File: config.mk
export PLATFORM = sky130hd
export DESIGN_NAME = dmem_mmio_bridge
export DESIGN_NICKNAME = d
export VERILOG_FILES = /design/src/rtl/dmem_mmio_bridge_pkg.sv /design/src/rtl/dmem_mmio_bridge_sync_fifo.sv /design/src/rtl/dmem_mmio_bridge.sv
export SDC_FILE = /design/constraint.sdc
export NUM_CORES = 1
export LEC_CHECK = 0
export BUFFER_PORTS_ARGS = -buffer_cell sky130_fd_sc_hd__clkbuf_2
export CELL_PAD_IN_SITES_DETAIL_PLACEMENT = 1
export CELL_PAD_IN_SITES_GLOBAL_PLACEMENT = 2
export CORE_ASPECT_RATIO = 1.1
export CORE_MARGIN = 2
export CORE_UTILIZATION = 33
export CTS_CLUSTER_DIAMETER = 80
export DETAILED_ROUTE_END_ITERATION = 12
export GPL_TIMING_DRIVEN = 0
export PLACE_DENSITY_LB_ADDON = 0.1
export SETUP_SLACK_MARGIN = 0.02
export SYNTH_ARGS = -nofsm -noshare
export SYNTH_HDL_FRONTEND = slang
export SYNTH_SLANG_ARGS = --single-unit
File: constraint.sdc
create_clock -name clk -period 3.7 [get_ports clk]
set_clock_uncertainty 0.05 [all_clocks]
set_input_delay 0.555 -clock clk [delete_from_list [all_inputs] [get_ports clk]]
set_output_delay 0.555 -clock clk [all_outputs]
set_load 0.01 [all_outputs]
File: src/rtl/dmem_mmio_bridge_pkg.sv
// Shared constants for the data-port bridge: MMIO window base, register word offsets,
// STATUS bit layout, and a byte-lane merge helper for byte-enabled register writes.
package dmem_mmio_bridge_pkg;

  localparam logic [7:0] MMIO_BASE_DEF = 8'hFF;

  // Word offsets (cpu_addr[7:2]); byte offsets are these values times 4
  localparam logic [5:0] OFF_TXDATA  = 6'h00;
  localparam logic [5:0] OFF_STATUS  = 6'h01;
  localparam logic [5:0] OFF_CYCLE   = 6'h02;
  localparam logic [5:0] OFF_CMP     = 6'h03;
  localparam logic [5:0] OFF_CTRL    = 6'h04;
  localparam logic [5:0] OFF_DROPCNT = 6'h05;

  localparam int ST_EMPTY = 0;
  localparam int ST_FULL  = 1;
  localparam int ST_COUNT = 8;

  localparam int CTRL_IRQ_EN = 0;
  localparam int CTRL_TX_EN  = 1;

  function automatic logic [31:0] byte_merge(logic [31:0] old, logic [31:0] wdata,
                                             logic [3:0] be);
    logic [31:0] res;
    res = old;
    for (int i = 0; i < 4; i++)
      if (be[i]) res[8*i +: 8] = wdata[8*i +: 8];
    return res;
  endfunction

endpackage

File: src/rtl/dmem_mmio_bridge_sync_fifo.sv
// Single-clock FIFO with wrap-bit pointers; a push while full succeeds only alongside a pop.
module dmem_mmio_bridge_sync_fifo #(
  parameter int WIDTH = 8,
  parameter int DEPTH = 8
) (
  input  logic                       clk,
  input  logic                       nrst,
  input  logic                       push,
  input  logic [WIDTH-1:0]           din,
  input  logic                       pop,
  output logic [WIDTH-1:0]           dout,
  output logic                       full,
  output logic                       empty,
  output logic [$clog2(DEPTH):0]     count
);
  localparam int AW = $clog2(DEPTH);
  localparam logic [AW:0] FULL_CNT = (AW+1)'(DEPTH);

  logic [WIDTH-1:0] mem [DEPTH];
  logic [AW:0]      wr_ptr, rd_ptr;
  logic             do_pop, do_push;

  assign count   = wr_ptr - rd_ptr;
  assign full    = (count == FULL_CNT);
  assign empty   = (count == '0);
  assign do_pop  = pop & ~empty;
  assign do_push = push & (~full | do_pop);
  // Head reads as zero when empty so the output is defined straight out of reset
  assign dout    = empty ? '0 : mem[rd_ptr[AW-1:0]];

  always_ff @(posedge clk or negedge nrst) begin
    if (!nrst) begin
      wr_ptr <= '0;
      rd_ptr <= '0;
    end else begin
      if (do_push) wr_ptr <= wr_ptr + 1'b1;
      if (do_pop)  rd_ptr <= rd_ptr + 1'b1;
    end
  end

  always_ff @(posedge clk)
    if (do_push) mem[wr_ptr[AW-1:0]] <= din;

endmodule

File: src/rtl/dmem_mmio_bridge.sv
// CPU data-port bridge: routes accesses to SRAM or an MMIO window (TX FIFO, cycle counter,
// compare/irq, drop counter) while keeping the 1-cycle read latency of the SRAM path.
module dmem_mmio_bridge
  import dmem_mmio_bridge_pkg::*;
#(
  parameter int         TX_DEPTH  = 8,
  parameter logic [7:0] MMIO_BASE = MMIO_BASE_DEF
) (
  input  logic        clk,
  input  logic        nrst,
  input  logic [15:0] cpu_addr,
  input  logic [3:0]  cpu_wen,
  input  logic [31:0] cpu_datain,
  output logic [31:0] cpu_dataout,
  output logic [15:0] sram_addr,
  output logic [3:0]  sram_wen,
  output logic [31:0] sram_datain,
  input  logic [31:0] sram_dataout,
  output logic [7:0]  tx_data,
  output logic        tx_valid,
  input  logic        tx_ready,
  output logic        timer_irq
);
  localparam int CW = $clog2(TX_DEPTH) + 1;

  logic          mmio_sel, is_wr;
  logic [5:0]    off;
  logic          push, pop, drop, full, empty;
  logic [CW-1:0] count;
  logic [7:0]    count8;
  logic [31:0]   cycle, cmp, rdata, mmio_rdata_q;
  logic [1:0]    ctrl;
  logic [15:0]   dropcnt;
  logic          sel_q;
  logic          unused_addr;

  assign mmio_sel    = (cpu_addr[15:8] == MMIO_BASE);
  assign off         = cpu_addr[7:2];
  assign is_wr       = |cpu_wen;
  assign unused_addr = ^cpu_addr[1:0];

  assign sram_addr   = cpu_addr;
  assign sram_datain = cpu_datain;
  assign sram_wen    = mmio_sel ? 4'b0000 : cpu_wen;

  assign push     = mmio_sel & (off == OFF_TXDATA) & cpu_wen[0];
  assign pop      = tx_valid & tx_ready;
  assign drop     = push & full & ~pop;
  assign tx_valid = ~empty & ctrl[CTRL_TX_EN];
  assign count8   = 8'(count);

  assign timer_irq = ctrl[CTRL_IRQ_EN] & (cycle >= cmp);

  dmem_mmio_bridge_sync_fifo #(.WIDTH(8), .DEPTH(TX_DEPTH)) u_tx_fifo (
    .clk   (clk),
    .nrst  (nrst),
    .push  (push),
    .din   (cpu_datain[7:0]),
    .pop   (pop),
    .dout  (tx_data),
    .full  (full),
    .empty (empty),
    .count (count)
  );

  always_comb begin
    rdata = '0;
    case (off)
      OFF_STATUS: begin
        rdata[ST_EMPTY]     = empty;
        rdata[ST_FULL]      = full;
        rdata[ST_COUNT +: 8] = count8;
      end
      OFF_CYCLE:   rdata = cycle;
      OFF_CMP:     rdata = cmp;
      OFF_CTRL:    rdata[1:0] = ctrl;
      OFF_DROPCNT: rdata[15:0] = dropcnt;
      default:     rdata = '0;
    endcase
  end

  always_ff @(posedge clk or negedge nrst) begin
    if (!nrst) begin
      cycle        <= '0;
      cmp          <= 32'hFFFF_FFFF;
      ctrl         <= '0;
      dropcnt      <= '0;
      sel_q        <= 1'b0;
      mmio_rdata_q <= '0;
    end else begin
      sel_q        <= mmio_sel;
      mmio_rdata_q <= rdata;
      // A CPU write to CYCLE takes priority over the free-running increment
      if (mmio_sel && is_wr && off == OFF_CYCLE)
        cycle <= byte_merge(cycle, cpu_datain, cpu_wen);
      else
        cycle <= cycle + 32'd1;
      if (mmio_sel && is_wr && off == OFF_CMP)
        cmp <= byte_merge(cmp, cpu_datain, cpu_wen);
      if (mmio_sel && cpu_wen[0] && off == OFF_CTRL)
        ctrl <= cpu_datain[1:0];
      if (mmio_sel && is_wr && off == OFF_DROPCNT)
        dropcnt <= '0;
      else if (drop && dropcnt != 16'hFFFF)
        dropcnt <= dropcnt + 16'd1;
    end
  end

  assign cpu_dataout = sel_q ? mmio_rdata_q : sram_dataout;

endmodule

==> results.toml <==
[outcome]
status = "finished, final reports clean"

[floorplanning]
core_um2 = 29700
start_util_pct = 33.7
die-area_um2 = 31800
dieWidth_um = 170
rows = 66
ios = 181
die_y_um = 187

[power_and_ir_drop]
p_sw_share_pct = 24.6
power.total_mw = 4.46
p_sw_mw = 1.10
ir_drop_uv = 209
clock_power_share_pct = 41.1
p_leak_nw = 5.23
comb_power_share_pct = 8.6
seqPwrFrac_pct = 50.2
internal_power_mw = 3.36
powerDensity_nw_per_um2 = 368

[logic_synthesis]
syn_area_per_cell_um2 = 11.3
yosys.area.top_type = "dfrtp_1"
synthCells = 887
syn-num-nets = 1014
synth_cell_type_count = 64
yosysSeqAreaShare_pct = 50.2
netlist.area_leader.share_pct = 22.7
ys_warn_count = 0
async_reset_ff_share_pct = 65.8
synth_enable_flop_cells = 64
syn_area_um2 = 10000
synthFlopType = "dfrtp_1"
synth_area_leaders = "dfrtp_1, edfxtp_1, dfstp_2"
synth_seq_cells = 187

[timing]
worst_slew_pin_slew_ns = 0.943
slew_viol_final = 0
fin_crit_sh_pct = 95.4
rsz0062_at_grt = "no"
setup_viol = 0
max_slew_margin_pct = 36.9
finalHoldViolCount = 0
fmax_mhz = 283
fin_tns_setup_ns = 0
min_period_ns = 3.53

[critical_path]
startpoint = "u_tx_fifo.rd_ptr[1]"
crit_type = "reg -> out"
reg2reg_to = "u_tx_fifo.mem[6][0]"
rrSetupSlack_ns = 0.21
critPathMaxFanout = 10
rr_worst_depth = 9
crit_arrival_ns = 2.93
rr_startpoint = "u_tx_fifo.rd_ptr[1]"
critPathLaunchType = "flop"
required_ns = 3.09
cp-end-kind = "primary output"
crit_end = "tx_data[3]"

[clocking]
cts_buffers = 17
clock_path_buffers = 2
cts_sinks = 187
root_buffer = "clkbuf_16"
path_clk_slew_ns = 0.07
cts_tree = "built"
clock_latency_ns = 0.44
h-tree-depth = 4

[layout]
area_growth_pct = 20.8
final_cell_mix = "clkbuf_2, dfrtp_1, nand2_1, mux2_2, edfxtp_1"
final_common_cell = "clkbuf_2"
final_nets = 1213
final_core_util_pct = 40.8
layout-drive-gt1-share_pct = 37.2
n_antenna_cell = 0

[routing]
drt_pre_antenna_iters = 5
finalWirelength_um = 30600
vias = 7703
drc = 0
ant_nets = 0
wl_per_cell_um = 20.8
viasPerCell = 5.23
drt_iter0_markers = 368

[grt]
grt_pass1_wl_um = 47300
antenna_found_initial = 0
grt.total_usage_pct = 19.7
grt-ovfl-total = 0
grt_max_degree = 81
grt_pass1_vias = 8040

[hold_path]
hold_path_class = "in -> reg"
hp-start = "cpu_datain[25]"

[place]
portBuffers = 178
place_congestion = 0.760
hpwl_um = 22900

[run]
drv_cap = 0
final cells by class:
cell class,instances,area [um^2]
repair buffers,181,957
plain buffers,78,518
clock buffers,20,437
fillers,3315,17600
inverters,56,210
well taps,374,468
clock inverters,12,138
flip-flops and latches,187,5040
multi-input cells,565,4350
critical path: stages, from the launching register on:
cell and delay (ns):
dfrtp_1 0.36, clkbuf_8 0.20, buf_8 0.16, inv_1 0.09
fa_1 0.46, xor2_2 0.22, or3b_4 0.44, nor2_4 0.15
buf_8 0.17, a21oi_1 0.07, clkbuf_2 0.14
cells in the mapped netlist (5+ instances only):
library cell	instances
mux4_2	16
nand2b_1	7
and3_1	17
mux2i_1	5
xor2_1	6
o211ai_1	6
clkbuf_1	20
and4_1	9
o22ai_1	8
nand2_1	84
o21ai_0	26
inv_1	54
a21o_1	9
nor2b_1	8
dfrtp_1	91
edfxtp_1	64
dfstp_2	32
nor3_1	14
a21oi_1	44
nand3_1	26
a211oi_1	8
mux2_2	71
ha_1	39
nor4_1	5
buf_1	7
a22o_1	14
nor2_1	50
nand4_1	17
buf_4	48
a221o_1	8
a222oi_1	16
and2_1	6
cell families after synthesis:
family | share of synthesized area, %
simple gates | 13.3
flops | 50.2
compound gates | 11.6
buf+inv | 6.90
mux | 12.1
fa+ha+maj | 5.06
xor+xnor | 0.873
stage by stage:
step	cell area (um^2)	worst slack (ns)	instances	hold slack, ns
global placement	11400	-1.30	1439	0.427
finish	12100	0.169	1473	0.303
floorplan	10000	0.113	887	0.209
global route	12100	0.0120	1473	0.298
detailed placement	11400	-1.39	1440	0.429
CTS	12100	0.0217	1473	0.287
per-layer routing:
layer / up-vias / track usage, % / wire length (um) / part of all wire (%)
li1: 3646 / - / - / -
met1: 3897 / 26.0 / 14000 / 46
met2: 139 / 34.3 / 15500 / 50
met3: 21 / 2.77 / 867 / 2.8
met4: 0 / 4.54 / 274 / 0.89
met5: - / 0 / 0 / 0
timing repair:
action / 4_1_cts / 5_1_grt
resized for setup: 17 / 11
hold endpoints to repair: 5 / 0
pin swaps: 1 / 0
hold buffers: 1 / 0
setup endpoints to repair: 94 / 55
buffers inserted: 1 / 0
power groups by stage:
| stage | clock, mW | combinational (mW) | sequential (mW) |
|---|---|---|---|
| 2_1_floorplan | 0 | 0.194 | 2.25 |
| 3_3_place_gp | 0 | 0.380 | 2.28 |
| 3_5_place_dp | 0 | 0.390 | 2.28 |
| 4_1_cts | 1.89 | 0.393 | 2.24 |
| 5_1_grt | 1.96 | 0.434 | 2.25 |
| 6_report | 1.83 | 0.385 | 2.24 |
flip-flops by register name (all words and copies together), names as in the netlist:
name              count
u_tx_fifo.wr_ptr      4
u_tx_fifo.rd_ptr      4
sel_q                 1
mmio_rdata_q         32
dropcnt              16
cycle                32
ctrl                  2
u_tx_fifo.mem        64
cmp                  32
worst min-delay path by stage:
stage / slack, ns / depth (start not counted) / end
2_1_floorplan: 0.21 / 0 / ctrl[0]
3_3_place_gp: 0.43 / 1 / u_tx_fifo.wr_ptr[3]
4_1_cts: 0.29 / 2 / cycle[25]
6_report: 0.30 / 2 / cycle[25]
5_1_grt: 0.30 / 2 / cycle[25]
3_5_place_dp: 0.43 / 1 / u_tx_fifo.rd_ptr[3]
Power figures use the tool's default switching activity.
